<file path="config.mk">
export PLATFORM = sky130hd
export DESIGN_NAME = spi_master_cfg
export DESIGN_NICKNAME = d
export VERILOG_FILES = /design/src/rtl/spi_pkg.sv /design/src/rtl/spi_clkgen.sv /design/src/rtl/spi_master_cfg.sv
export SDC_FILE = /design/constraint.sdc
export NUM_CORES = 1
export LEC_CHECK = 0
export BUFFER_PORTS_ARGS = -buffer_cell sky130_fd_sc_hd__buf_2
export CAP_MARGIN = 20
export CORE_ASPECT_RATIO = 0.9
export CORE_MARGIN = 4
export CORE_UTILIZATION = 45
export DETAILED_ROUTE_END_ITERATION = 12
export GPL_ROUTABILITY_DRIVEN = 0
export PLACE_DENSITY_LB_ADDON = 0.1
export SLEW_MARGIN = 20
export SYNTH_ARGS = -nofsm -noshare
export SYNTH_HDL_FRONTEND = slang
export SYNTH_SLANG_ARGS = --single-unit
</file>
<file path="constraint.sdc">
create_clock -name clk -period 2.6 [get_ports clk]
set_input_delay 0 -clock clk [delete_from_list [all_inputs] [get_ports clk]]
set_output_delay 0 -clock clk [all_outputs]
set_load 0.01 [all_outputs]
</file>
<file path="src/rtl/spi_pkg.sv">
// Shared types for the configurable SPI master: FSM state encoding, SPI mode
// constants and the slave-select width helper.
package spi_pkg;

  typedef enum logic [1:0] {
    ST_IDLE  = 2'd0,
    ST_LEAD  = 2'd1,
    ST_XFER  = 2'd2,
    ST_TRAIL = 2'd3
  } state_t;

  // SPI modes encoded as {cpol, cpha}
  localparam logic [1:0] MODE0 = 2'b00;
  localparam logic [1:0] MODE1 = 2'b01;
  localparam logic [1:0] MODE2 = 2'b10;
  localparam logic [1:0] MODE3 = 2'b11;

  // ceil(log2(n)), never below 1 so a single-slave build still has a select bit
  function automatic int clog2_min1(input int n);
    int w;
    w = 1;
    for (int i = 1; i < 31; i++) begin
      if ((1 << i) < n) w = i + 1;
    end
    return w;
  endfunction

endpackage

</file>
<file path="src/rtl/spi_clkgen.sv">
// SCK half-period generator: counts 0..div while enabled and flags a tick on
// the last count, then reloads zero.
module spi_clkgen #(
  parameter int DIV_W = 8
) (
  input  logic             clk,
  input  logic             rst,
  input  logic             en,
  input  logic             clr,
  input  logic [DIV_W-1:0] div,
  output logic             tick
);

  logic [DIV_W-1:0] cnt_reg;

  assign tick = en && (cnt_reg == div);

  always_ff @(posedge clk or negedge rst) begin
    if (!rst) begin
      cnt_reg <= '0;
    end else if (clr || !en || tick) begin
      cnt_reg <= '0;
    end else begin
      cnt_reg <= cnt_reg + 1'b1;
    end
  end

endmodule

</file>
<file path="src/rtl/spi_master_cfg.sv">
// SPI master with runtime CPOL/CPHA, clock divider, bit order and slave select.
// One DATA_W-bit full-duplex frame per accepted start pulse.
module spi_master_cfg
  import spi_pkg::*;
#(
  parameter int DATA_W = 16,
  parameter int DIV_W  = 8,
  parameter int NUM_SS = 4,
  localparam int SS_W  = clog2_min1(NUM_SS)
) (
  input  logic              clk,
  input  logic              rst,
  input  logic              start,
  input  logic [DATA_W-1:0] data_in,
  input  logic [DIV_W-1:0]  clk_div,
  input  logic              cpol,
  input  logic              cpha,
  input  logic              lsb_first,
  input  logic [SS_W-1:0]   ss_sel,
  input  logic              miso,
  output logic              mosi,
  output logic              sck,
  output logic [NUM_SS-1:0] ss_n,
  output logic [DATA_W-1:0] data_out,
  output logic              busy,
  output logic              done
);

  localparam int EDGES = 2 * DATA_W;
  localparam int EC_W  = $clog2(EDGES + 1);

  state_t            state_reg;
  logic [DIV_W-1:0]  div_reg;
  logic              cpha_reg;
  logic              lsb_reg;
  logic [DATA_W-1:0] tx_reg;
  logic [DATA_W-1:0] rx_reg;
  logic [EC_W-1:0]   edge_reg;

  logic              tick;
  logic              accept;
  logic              leading;
  logic              last_edge;
  logic              shift_ev;
  logic              sample_ev;
  logic [DATA_W-1:0] data_in_rev;
  logic [DATA_W-1:0] rx_rev;
  logic [DATA_W-1:0] tx_load;
  logic [NUM_SS-1:0] ss_dec;

  // Bit order is handled by mirroring at load and unload; the shifter is always MSB-first.
  for (genvar gi = 0; gi < DATA_W; gi++) begin : g_rev
    assign data_in_rev[gi] = data_in[DATA_W-1-gi];
    assign rx_rev[gi]      = rx_reg[DATA_W-1-gi];
  end

  // Out-of-range selects match no line, so the frame runs with every ss_n high.
  for (genvar gi = 0; gi < NUM_SS; gi++) begin : g_ss
    assign ss_dec[gi] = (ss_sel == SS_W'(gi));
  end

  assign tx_load   = lsb_first ? data_in_rev : data_in;
  assign accept    = start && (state_reg == ST_IDLE) && !busy;
  assign leading   = ~edge_reg[0];
  assign last_edge = (edge_reg == EC_W'(EDGES - 1));
  assign shift_ev  = cpha_reg ? leading : (!leading && !last_edge);
  assign sample_ev = cpha_reg ? !leading : leading;

  spi_clkgen #(
    .DIV_W (DIV_W)
  ) u_clkgen (
    .clk  (clk),
    .rst  (rst),
    .en   (state_reg != ST_IDLE),
    .clr  (accept),
    .div  (div_reg),
    .tick (tick)
  );

  always_ff @(posedge clk or negedge rst) begin
    if (!rst) begin
      state_reg <= ST_IDLE;
      div_reg   <= '0;
      cpha_reg  <= 1'b0;
      lsb_reg   <= 1'b0;
      tx_reg    <= '0;
      rx_reg    <= '0;
      edge_reg  <= '0;
      sck       <= 1'b0;
      mosi      <= 1'b0;
      ss_n      <= '1;
      data_out  <= '0;
      busy      <= 1'b0;
      done      <= 1'b0;
    end else begin
      done <= 1'b0;
      case (state_reg)
        ST_IDLE: begin
          sck <= cpol;
          // busy lingers through the done cycle so a start coincident with done is dropped
          if (accept) begin
            div_reg   <= clk_div;
            cpha_reg  <= cpha;
            lsb_reg   <= lsb_first;
            ss_n      <= ~ss_dec;
            busy      <= 1'b1;
            edge_reg  <= '0;
            rx_reg    <= '0;
            state_reg <= ST_LEAD;
            if (cpha) begin
              tx_reg <= tx_load;
            end else begin
              mosi   <= tx_load[DATA_W-1];
              tx_reg <= tx_load << 1;
            end
          end else begin
            busy <= 1'b0;
          end
        end
        ST_LEAD: begin
          if (tick) state_reg <= ST_XFER;
        end
        ST_XFER: begin
          if (tick) begin
            sck      <= ~sck;
            edge_reg <= edge_reg + 1'b1;
            if (shift_ev) begin
              mosi   <= tx_reg[DATA_W-1];
              tx_reg <= tx_reg << 1;
            end
            if (sample_ev) rx_reg <= {rx_reg[DATA_W-2:0], miso};
            if (last_edge) state_reg <= ST_TRAIL;
          end
        end
        ST_TRAIL: begin
          if (tick) begin
            ss_n      <= '1;
            data_out  <= lsb_reg ? rx_rev : rx_reg;
            done      <= 1'b1;
            state_reg <= ST_IDLE;
          end
        end
        default: state_reg <= ST_IDLE;
      endcase
    end
  end

endmodule

</file>
* Word-level counts from Yosys, hierarchy flattened
Cells that the tools add are included.
** Cells by class
- Multiplexer cells :: 36
- Equality and inequality tests :: 16
- Add/subtract/negate cells :: 2
- Reductions and logical operators :: 23
- Bitwise operators :: 3
** Operators by type and width (number)
- $mux 16 :: 9
- $pmux 16 s2 :: 2
- $mux 6 :: 2
- $pmux 6 s2 :: 1
- $mux 1 :: 10
- $mux 2 :: 5
- $reduce_and 5->1 :: 2
- $add 8x1->8 const B :: 1
- $eq 2x2->1 const B :: 4
- $eq 8x8->1 :: 1
- $mux 4 :: 2
- $mux 8 :: 1
- $ne 2x1->1 const B :: 4
- $ne 2x2->1 const B :: 4
- $pmux 2 s4 :: 1
- $pmux 4 s2 :: 1
- $reduce_and 4->1 :: 2
- $add 6x1->6 const B :: 1
- $eq 6x5->1 const B :: 1
- $reduce_and 2->1 :: 3
- $reduce_and 3->1 :: 2
- $reduce_bool 2->1 :: 3
- $eq 2x1->1 const B :: 2
- $logic_and 1x1->1 :: 4
- 6 further kinds :: 12
** Storage, ports and cells
- Output and inout port bits :: 24
- Register bits :: 82

* Longest topological paths before layout
Gate-level depths: netlist of the first run.
- Depth in word-level cells :: 7
- Depth in mapped cells :: 9
- Gate-level depth less buffers :: 7

* By module
Synthesis of the first run repeated with hierarchy kept, for this count alone.
** Second synthesis, totals
- Cells, all modules :: 384
- Area total of the unflattened synthesis :: 4439.3 um^2
** By module, submodules not included
- spi_master_cfg :: sequential area each 1856.8 um^2, times used 1, cells an instance 337, area each 3918.8 um^2
- spi_clkgen :: sequential area each 200.2 um^2, times used 1, cells an instance 47, area each 520.5 um^2

* Least setup slack after synthesis of the first run
No wires, ideal clock.
- Path kind :: reg2reg
- Start :: register state_reg[0]
- End :: register state_reg[1]
- Slack :: 0.474 ns
- Arrival time :: 1.999 ns
- Required time :: 2.472 ns
- Cell stages (with the launch flop) :: 9
- Buffers on the path :: 1
- Path through :: dfrtp_1 > inv_1 > ha_1 > inv_1 > nand2_1 > or3_1 > buf_2 > a221oi_2 > mux2_1
** Between the ends
- Longest elaborated chain between the ends :: 5
- Elaborated cells between the ends (all ways) :: 15
- Those cells by class :: 8 x eq/ne; 1 x mux; 6 x reduce/logical
** RTL lines
- start, declared :: line spi_master_cfg.sv:32 : state_t state_reg;
- start signal, assigned :: line spi_master_cfg.sv:82 : state_reg <= ST_IDLE;
- start signal, assigned :: line spi_master_cfg.sv:109 : state_reg <= ST_LEAD;
- start signal, assigned :: line spi_master_cfg.sv:121 : if (tick) state_reg <= ST_XFER;
- $logic_not 2->1 :: line spi_master_cfg.sv:63, spi_master_cfg.sv:97
- $logic_and 1x1->1 (2 in a row) :: line spi_master_cfg.sv:63 : assign accept = start && (state_reg == ST_IDLE) && !busy;
- $ne 2x1->1 (no source line)
- $reduce_and 5->1 (no source line)
Parallel ways exist; a longest one is shown, timed or not.
A chain may end at the register's enable or synchronous reset.

* Worst setup path after layout of the first run
- Start :: register state_reg[0]
- End :: register ss_n[0]
** Between the ends
- Longest elaborated chain between the ends :: 5
- Elaborated cells between the ends (all ways) :: 11
- Those cells by class :: 3 x eq/ne; 1 x mux; 7 x reduce/logical
** RTL lines
- $logic_not 2->1 :: line spi_master_cfg.sv:63, spi_master_cfg.sv:97
- $logic_and 1x1->1 (2 in a row) :: line spi_master_cfg.sv:63
- $ne 2x1->1 (no source line)
- $reduce_and 3->1 (no source line)
- end signal, assigned :: line spi_master_cfg.sv:105 : ss_n <= ~ss_dec;
- end, declared :: line spi_master_cfg.sv:23 : output logic [NUM_SS-1:0] ss_n,
Parallel ways exist; a longest one is shown, timed or not.

==> key figures, run 1 <==
Timing
  – Final TNS setup: 0 ps
  – Final setup fails: 0
  – Worst-margin pin slew: 869.1 ps
  – Hold WS: 75.11 ps
  – F_max: 0.4335 GHz
  – Fin. Hold Viols: 0
  – Period minus WS final: 2307 ps
  – Final Max Tran Viols: 0
  – RSZ-0062 raised after global routing: no
  – Clk_skew: 5.024 ps
  – Period Utilization, post-route: 0.8872
  – Rel. slew slack: 0.4206

CTS
  – Root Driver: clkbuf_16
  – CTS H-tree lvls: 3
  – CTS tree: yes
  – CTS Sinks: 82
  – CTS Buf Count: 9
  – CTS resizes: 0
  – Clock buffer depth: 2
  – Clock-pin slew on the worst setup and hold paths: 60 ps
  – Worst-Skew Late Latency: 340 ps

Synth
  – Async SR Flop Fraction: 1.000
  – Synth top area share: 0.4275
  – Mapped cell area: 4566 sq um
  – Top cells by count, synth: 78 x dfrtp_1, 39 x nand3_1, 36 x nor2_1
  – Number of library cell types mapped by synthesis: 52
  – Number of synthesized register bits: 82
  – Most instantiated library cell after synthesis: dfrtp_1
  – Synth Instances: 453
  – Synthesized area per cell: 10.08 sq um
  – Synth Flop Type: dfrtp_1
  – Ranking of synthesized cells by area: dfrtp_1 43%, mux4_2 6.9%, nand3_1 4.3%, nand4_1 4.0%, mux2i_1 3.9%
  – Register area share after synthesis: 0.4505
  – Net Count, Synth: 493
  – Synth warnings: 0
  – EDFF count, synth: 0
  – Yosys top cell by area: dfrtp_1

Route
  – Met3 WL post-DR: 427 um
  – Post-route DRC: 0
  – WL met1: 4.845 mm
  – DR vias: 3685
  – Total wire length: 10.03 mm
  – Initial DRC Count: 259
  – Routed via count divided by cell count: 5.740
  – Met2 wire length: 4.646 mm
  – Drt first pass iters: 5
  – DRT antenna net count: 0
  – Top Metal Used: met4
  – Wire per inst: 15.62 um

Global routing
  – First-pass GRT wire length: 17.83 mm
  – Largest net degree at the start of global routing: 83
  – Initial antenna violation count: 0
  – Total gr overflow: 0
  – Vias in the first global route: 3717
  – GRT Total Usage: 0.1822

Power
  – Leakage: 2.393 nW
  – Power consumption: 5.805 mW
  – PD cells: 1074 nW/um^2
  – IR drop worst, VDD: 0.0006456 V

Floorplanning
  – Initial Util: 0.4666
  – Horiz. Die Dim: 114.2 um
  – Core area: 9784 sq um
  – Num rows: 34
  – DIE HEIGHT: 103.6 um
  – # IOs: 57
  – Die footprint: 11820 sq um

Status
  – Status: complete, no violations

Cells and area
  – # fillers: 898
  – Fin util: 0.5523
  – Nets: 552
  – N_diodes: 0
  – Fin cells: 642
  – Area Overhead vs Synth: 18.36%
  – Share of post-route cells with drive strength above 1: 0.2403

Place
  – Port Buf Inserts: 56
  – Placed cells: 614
  – Hpwl dp: 6.715 mm

Run
  – Max-cap violations: 0

Worst setup path
  – Worst setup EP type: register
  – Data required, critical path: 2880 ps
  – CP startpoint kind: register
  – Setup CP Type: register to register
  – CP Max Fanout: 8
  – Worst EP arrival: 2590 ps

Worst hold path
  – Hold Path Class: input port to register
-- power breakdown --
group	internal [mW]	total, mW	switching [mW]
Clock	0.663	1.16	0.493
Combinational	1.09	2.44	1.36
Sequential	1.79	2.21	0.418
Total	3.54	5.80	2.27
-- final cells by class --
cell class | instances | area, sq um | share of cell area
multi-input combinational | 316 | 2310 | 0.4274
inverter | 20 | 75.07 | 0.01389
sequential | 82 | 2057 | 0.3806
tap | 126 | 157.7 | 0.02917
clock inverter | 5 | 31.28 | 0.005788
clock buffer | 10 | 239.0 | 0.04422
timing repair buffer | 83 | 534.3 | 0.09887
-- stage by stage --
stage / cell area (sq um) / setup slack [ps]
after floorplan: 4566 / 473.5
after global placement: 5000 / 411.7
after detailed placement: 5000 / 299.7
after CTS: 5400 / 294.7
after global routing: 5404 / 80.83
final: 5404 / 293.2
-- cells by family after synthesis --
group,after synthesis,share of synthesized area
mux,46,0.1431
flops,82,0.4505
simple gates,174,0.1918
compound gates,71,0.1135
fa+ha+maj,7,0.01918
xor+xnor,18,0.03453
buf+inv,55,0.04741
-- final timing paths --
path	cells after the start	from	to	slack (ps)
worst min-delay path	4	data_in[15]	tx_reg[0]$_DFFE_PN0P_	80
min in group asynchronous	2	rst	done$_DFF_PN0_	260
worst max register to register	8	state_reg[0]$_DFFE_PN0P_	ss_n[0]$_DFFE_PN1P_	290
worst min register to register	1	ss_n[1]$_DFFE_PN1P_	ss_n[1]$_DFFE_PN1P_	500
worst max-delay path	8	state_reg[0]$_DFFE_PN0P_	ss_n[0]$_DFFE_PN1P_	290
max in group asynchronous	2	rst	data_out[6]$_DFFE_PN0P_	1810
-- cells in the final DEF (no fill, tap or decap), drive strengths merged, types with 2 or more instances in the layout --
cell and instances:
dfrtp 78, buf 70, nand3 40, nor2 36, nand2 33, nand4 30
a21oi 20, inv 20, mux2i 18, xnor2 15, mux4 14, mux2 14
a31oi 13, dlygate4sd3 13, nor3 13, o311a 12, clkbuf 10, nor4 9
ha 7, and3 4, dfstp 4, clkinv 4, xor2 3, o21ai 3
o22ai 3, or3 2, nor2b 2, a21o 2, nand2b 2, o221ai 2
o22a 2, a2bb2oi 2, and2 2, a211oi 2
-- routing by layer --
layer | GRT usage | vias up
li1 | - | 1805
met2 | 0.2763 | 62
met3 | 0.04373 | 11
met1 | 0.2596 | 1807
met4 | 0.05344 | 0
met5 | 0 | -
-- worst max-delay path, cell delays in order, from the launching register on --
cell and delay, ps:
dfrtp_1 400, inv_1 100, ha_1 220, inv_1 130, nand2_1 210, or3_1 460, buf_4 210, a21oi_1 300
o32a_1 220
-- what timing repair did --
item,4_1_cts,5_1_grt
endpoints found under the hold margin,92,0
buffers inserted,0,0
hold buffers,13,0
Power figures use the tool's default switching activity.
==> inputs of run 2 (changes only) <==
--- a/config.mk
+++ b/config.mk
@@ -12,6 +12,7 @@
 export CORE_UTILIZATION = 45
 export DETAILED_ROUTE_END_ITERATION = 12
 export GPL_ROUTABILITY_DRIVEN = 0
+export GPL_TIMING_DRIVEN = 0
 export PLACE_DENSITY_LB_ADDON = 0.1
 export SLEW_MARGIN = 20
 export SYNTH_ARGS = -nofsm -noshare
==> run 2 against run 1 <==
Critical path type unchanged; wire length increased by 11%; via count increased by 4.0%; largest power group unchanged; total power grew 0.88%; highest routed layer unchanged; core utilization increased by 0.31 points; clock-buffer cell count is 1 higher; sequential cell count unchanged.
==> key figures, run 2 (synthesis results as in run 1) <==
CTS
  – Worst-Skew Late Latency: 330 ps
  – CTS H-tree lvls: 3
  – Clock-pin slew on the worst setup and hold paths: 60 ps
  – CTS Buf Count: 9
  – CTS Sinks: 82
  – CTS tree: yes
  – Root Driver: clkbuf_16
  – Clock buffer depth: 2

Cells and area
  – Share of post-route cells with drive strength above 1: 0.2197
  – Cell area after layout: 5434 sq um
  – Area Overhead vs Synth: 19.02%
  – Commonest cells after routing, fill and taps aside: 78 x dfrtp_1, 61 x buf_2, 39 x nand3_1
  – Nets: 572
  – Footprint of the multi-input gates: 2316 sq um
  – # fillers: 884
  – Commonest non-fill, non-tap cell in the layout: dfrtp_1
  – Reg area: 2057 sq um
  – N_diodes: 0

Worst setup path
  – Worst setup EP type: register
  – CP startpoint kind: register
  – R2R depth: 8
  – Setup CP Type: register to register
  – Worst EP arrival: 2600 ps
  – CP Max Fanout: 9
  – Data required, critical path: 2810 ps

Place
  – Hpwl dp: 7.955 mm
  – Placed inst area: 5016 sq um
  – Place WS: 130.6 ps
  – Port Buf Inserts: 54

Global routing
  – Total gr overflow: 0
  – Largest net degree at the start of global routing: 50
  – Vias in the first global route: 3806
  – First-pass GRT wire length: 19.05 mm
  – GRT Total Usage: 0.1956
  – Initial antenna violation count: 0

Floorplanning
  – Horiz. Die Dim: 114.2 um
  – Initial Util: 0.4666
  – DIE HEIGHT: 103.6 um
  – Die footprint: 11820 sq um
  – Core area: 9784 sq um
  – Num rows: 34
  – # IOs: 57

Timing
  – F_max: 0.4180 GHz
  – Rel. slew slack: 0.4948
  – Period minus WS final: 2392 ps
  – Period Utilization, post-route: 0.9202
  – Final TNS setup: 0 ps
  – Worst-margin pin slew: 757.8 ps
  – Fin. Hold Viols: 0
  – Final setup fails: 0
  – Clk_skew: 5.571 ps
  – Final Worst Setup Slack: 207.6 ps
  – RSZ-0062 raised after global routing: no
  – Final Max Tran Viols: 0

Run
  – Max-cap violations: 0

Worst hold path
  – Hold Path Class: input port to register
  – Hold depth: 4

Route
  – Initial DRC Count: 241
  – Drt first pass iters: 5
  – DR vias: 3831
  – Post-route DRC: 0
  – DRT antenna net count: 0
  – Wire per inst: 16.78 um
  – Routed via count divided by cell count: 5.778
  – Total wire length: 11.13 mm

Status
  – Status: complete, no violations

Power
  – Power consumption: 5.855 mW
  – IR drop worst, VDD: 0.0006244 V
  – Leakage: 2.383 nW
  – PD cells: 1078 nW/um^2
-- run 2: cell count changes in the layout (fill, tap and decap cells not counted), sizes merged --
cell,previous run,this run
clkbuf,10,33
buf,70,68
-- run 2: where the power goes --
group / internal (mW) / switching (mW) / total (mW)
combinational: 1.06 / 1.50 / 2.56
sequential: 1.79 / 0.361 / 2.15
clock: 0.644 / 0.499 / 1.14
total: 3.49 / 2.36 / 5.86
-- run 2: repair_timing --
item	in CTS	in global routing
setup endpoints to repair	0	21
hold buffers	13	0
gates resized for setup	0	5
hold endpoints to repair	62	0
buffers inserted	0	0
-- run 2: final timing paths --
check	from	endpoint	slack (ps)
max	state_reg[0]$_DFFE_PN0P_	state_reg[1]$_DFFE_PN0P_	210
min	data_in[15]	tx_reg[0]$_DFFE_PN0P_	130
max reg2reg	state_reg[0]$_DFFE_PN0P_	state_reg[1]$_DFFE_PN0P_	210
min reg2reg	tx_reg[13]$_DFFE_PN0P_	tx_reg[13]$_DFFE_PN0P_	490
max in group asynchronous	rst	ss_n[3]$_DFFE_PN1P_	1700
min in group asynchronous	rst	done$_DFF_PN0_	220
-- run 2: area by class of cell --
cell class	count	area share
Buffer	35	0.02602
Clock buffer	11	0.04283
Clock inverter	5	0.005756
Inverter	20	0.01382
Multi-Input combinational cell	316	0.4262
Sequential cell	82	0.3785
Tap cell	126	0.02901
Timing Repair Buffer	68	0.07783
-- run 2: worst max-delay path, stage by stage (launching register included) --
cell      delay (ps)
dfrtp_1          400
inv_1            100
ha_1             270
inv_1            170
nand2_2          160
or3_1            330
buf_2            180
a221oi_2         300
mux2_1           360
-- run 2: through the flow --
step	hold slack, ps	util	instances
after detailed placement	70.18	0.5127	634
after floorplan	-295.6	-	453
after CTS	115.5	0.5529	663
after global routing	166.3	0.5554	663
final	125.2	0.5554	663
after global placement	185.6	0.5104	633
-- run 2: metal layers --
layer  up-vias  share of wire  track usage
met3         6          0.047      0.03790
met2       100           0.47       0.3010
met1      1889           0.48       0.2858
met5         -              0            0
met4         0         0.0084      0.04580
li1       1836              -            -
==> inputs of run 3 (changes only) <==
==> constraint.sdc (replaced) <==
create_clock -name clk -period 2.34 [get_ports clk]
set_input_delay 0 -clock clk [delete_from_list [all_inputs] [get_ports clk]]
set_output_delay 0 -clock clk [all_outputs]
set_load 0.01 [all_outputs]
==> run 3 against run 2 <==
Sequential power up 12%; setup slack worse by 100 ps; total power up 14%; critical endpoint is now mosi$_DFFE_PN0P_.
==> key figures, run 3 (synthesis results as in run 1) <==
Global routing
  – GRT Total Usage: 0.1957
  – First-pass GRT wire length: 19.07 mm
  – Largest net degree at the start of global routing: 50
  – Initial antenna violation count: 0
  – Vias in the first global route: 3808
  – Total gr overflow: 0

CTS
  – CTS Sinks: 82
  – CTS H-tree lvls: 3
  – Root Driver: clkbuf_16
  – Clock buffer depth: 2
  – CTS tree: yes
  – CTS Buf Count: 9
  – Clock-pin slew on the worst setup and hold paths: 60 ps
  – Worst-Skew Late Latency: 330 ps

Timing
  – Worst-margin pin slew: 755.4 ps
  – Period Utilization, post-route: 0.9547
  – Fin. Hold Viols: 0
  – Clk_skew: 5.395 ps
  – Final setup fails: 0
  – Final Worst Setup Slack: 106.0 ps
  – RSZ-0062 raised after global routing: yes
  – F_max: 0.4476 GHz
  – Period minus WS final: 2234 ps
  – Rel. slew slack: 0.4964
  – Final Max Tran Viols: 0
  – Hold WS: 123.0 ps

Cells and area
  – N_diodes: 0
  – Cell area after layout: 5529 sq um
  – Area Overhead vs Synth: 21.10%
  – Fin util: 0.5651
  – Commonest non-fill, non-tap cell in the layout: dfrtp_1
  – Share of post-route cells with drive strength above 1: 0.2560
  – Commonest cells after routing, fill and taps aside: 77 x dfrtp_1, 60 x buf_2, 38 x nand3_1
  – Nets: 578

Worst setup path
  – Slowest CP cell: dfrtp_1
  – Setup CP Type: register to register
  – Crit path largest cell delay: 400 ps
  – FF-to-FF Start: state_reg[0]$_DFFE_PN0P_
  – Worst R2R End: mosi$_DFFE_PN0P_
  – CP startpoint kind: register
  – CP Max Fanout: 9
  – WP buf/inv: 3
  – Critical Path, Cell by Cell: inv_1 -> ha_2 -> inv_2 -> nand2_4 -> or3_1 -> buf_2 -> a222oi_1 -> mux2_1
  – Worst setup EP type: register
  – CP top delay family: simple AND/OR/NAND/NOR gates
  – Worst EP arrival: 2450 ps
  – Data required, critical path: 2550 ps
  – Slack of the worst reg-to-reg path: 110 ps
  – R2R depth: 8

Place
  – Hpwl dp: 7.955 mm
  – Port Buf Inserts: 54
  – Place WS: -129.4 ps
  – Placed inst area: 5016 sq um

Route
  – Met3 WL post-DR: 572 um
  – Routed via count divided by cell count: 5.777
  – Drt first pass iters: 5
  – Post-route DRC: 0
  – Met2 wire length: 5.342 mm
  – DR vias: 3865
  – Top Metal Used: met4
  – WL met1: 5.207 mm
  – Wire per inst: 16.79 um
  – Initial DRC Count: 250
  – Total wire length: 11.23 mm
  – DRT antenna net count: 0

Worst hold path
  – Hold Path Origin: data_in[15]
  – Hold worst-path end: tx_reg[0]$_DFFE_PN0P_
  – Hold Path Class: input port to register
  – Hold depth: 4

Floorplanning
  – Horiz. Die Dim: 114.2 um
  – DIE HEIGHT: 103.6 um
  – Die footprint: 11820 sq um
  – Core area: 9784 sq um
  – # IOs: 57
  – Num rows: 34
  – Initial Util: 0.4666

Power
  – Net switching power: 2.674 mW
  – Sequential share of power: 0.360
  – Comb power frac: 0.450
  – Sw frac: 0.4010
  – Leakage: 2.434 nW
  – IR drop worst, VDD: 0.0007420 V
  – Clk pwr share: 0.190
  – Int Pwr: 3.994 mW
  – PD cells: 1206 nW/um^2

Status
  – Status: complete, no violations

Run
  – Max-cap violations: 0
## run 3: changes by cell type in the layout (fill, tap and decap cells not counted), sizes merged
cell    delta
buf        +4
clkbuf     +2
## run 3: through the flow
step	std cells	TNS [ps]	total power, mW
floorplan	453	0	4.350
global placement	633	-1255	5.076
detailed placement	634	-2327	5.192
CTS	663	0	6.529
global route	669	-30.70	7.162
finish	669	0	6.668
## run 3: power by group through the flow
stage | logic, mW | clock network, mW | registers, mW
floorplan | 1.94 | 0 | 2.41
finish | 3.00 | 1.27 | 2.40
global placement | 2.71 | 0 | 2.37
detailed placement | 2.79 | 0 | 2.40
global route | 3.32 | 1.37 | 2.48
CTS | 2.84 | 1.30 | 2.39
## run 3: worst reg2reg max path: stages (launching register included)
cell and delay (ps):
dfrtp_1 400, inv_1 100, ha_2 240, inv_2 120, nand2_4 100, or3_1 310
buf_2 180, a222oi_1 310, mux2_1 360
## run 3: worst max path at each step
| stage | start | end | depth (start not counted) |
|---|---|---|---|
| 6_report | state_reg[0]$_DFFE_PN0P_ | mosi$_DFFE_PN0P_ | 8 |
| 3_3_place_gp | state_reg[0]$_DFFE_PN0P_ | rx_reg[6]$_DFFE_PN0P_ | 8 |
| 5_1_grt | state_reg[0]$_DFFE_PN0P_ | mosi$_DFFE_PN0P_ | 8 |
| 4_1_cts | state_reg[0]$_DFFE_PN0P_ | edge_reg[4]$_DFFE_PN0P_ | 6 |
| 2_1_floorplan | state_reg[0]$_DFFE_PN0P_ | state_reg[1]$_DFFE_PN0P_ | 8 |
| 3_5_place_dp | state_reg[0]$_DFFE_PN0P_ | rx_reg[6]$_DFFE_PN0P_ | 8 |
## run 3: final cells by class
class / instances / area [sq um]
Fill cell: 879 / 4255
Multi-Input combinational cell: 316 / 2354
Sequential cell: 82 / 2058
Timing Repair Buffer: 74 / 467.9
Clock buffer: 11 / 232.7
Tap cell: 126 / 157.7
Buffer: 35 / 152.6
Inverter: 20 / 75.07
Clock inverter: 5 / 31.28
## run 3: routing by layer
layer / track usage / vias to the layer above
met3: 0.03790 / 9
met1: 0.2854 / 1882
met5: 0 / -
li1: - / 1848
met4: 0.04580 / 0
met2: 0.3018 / 126
## run 3: timing repair
item                       in CTS  in global routing
hold buffers                   13                  0
setup endpoints to repair      31                 50
pin swaps                       0                  2
hold endpoints to repair       62                  0
gates resized for setup         7                 19
buffers inserted                0                  6
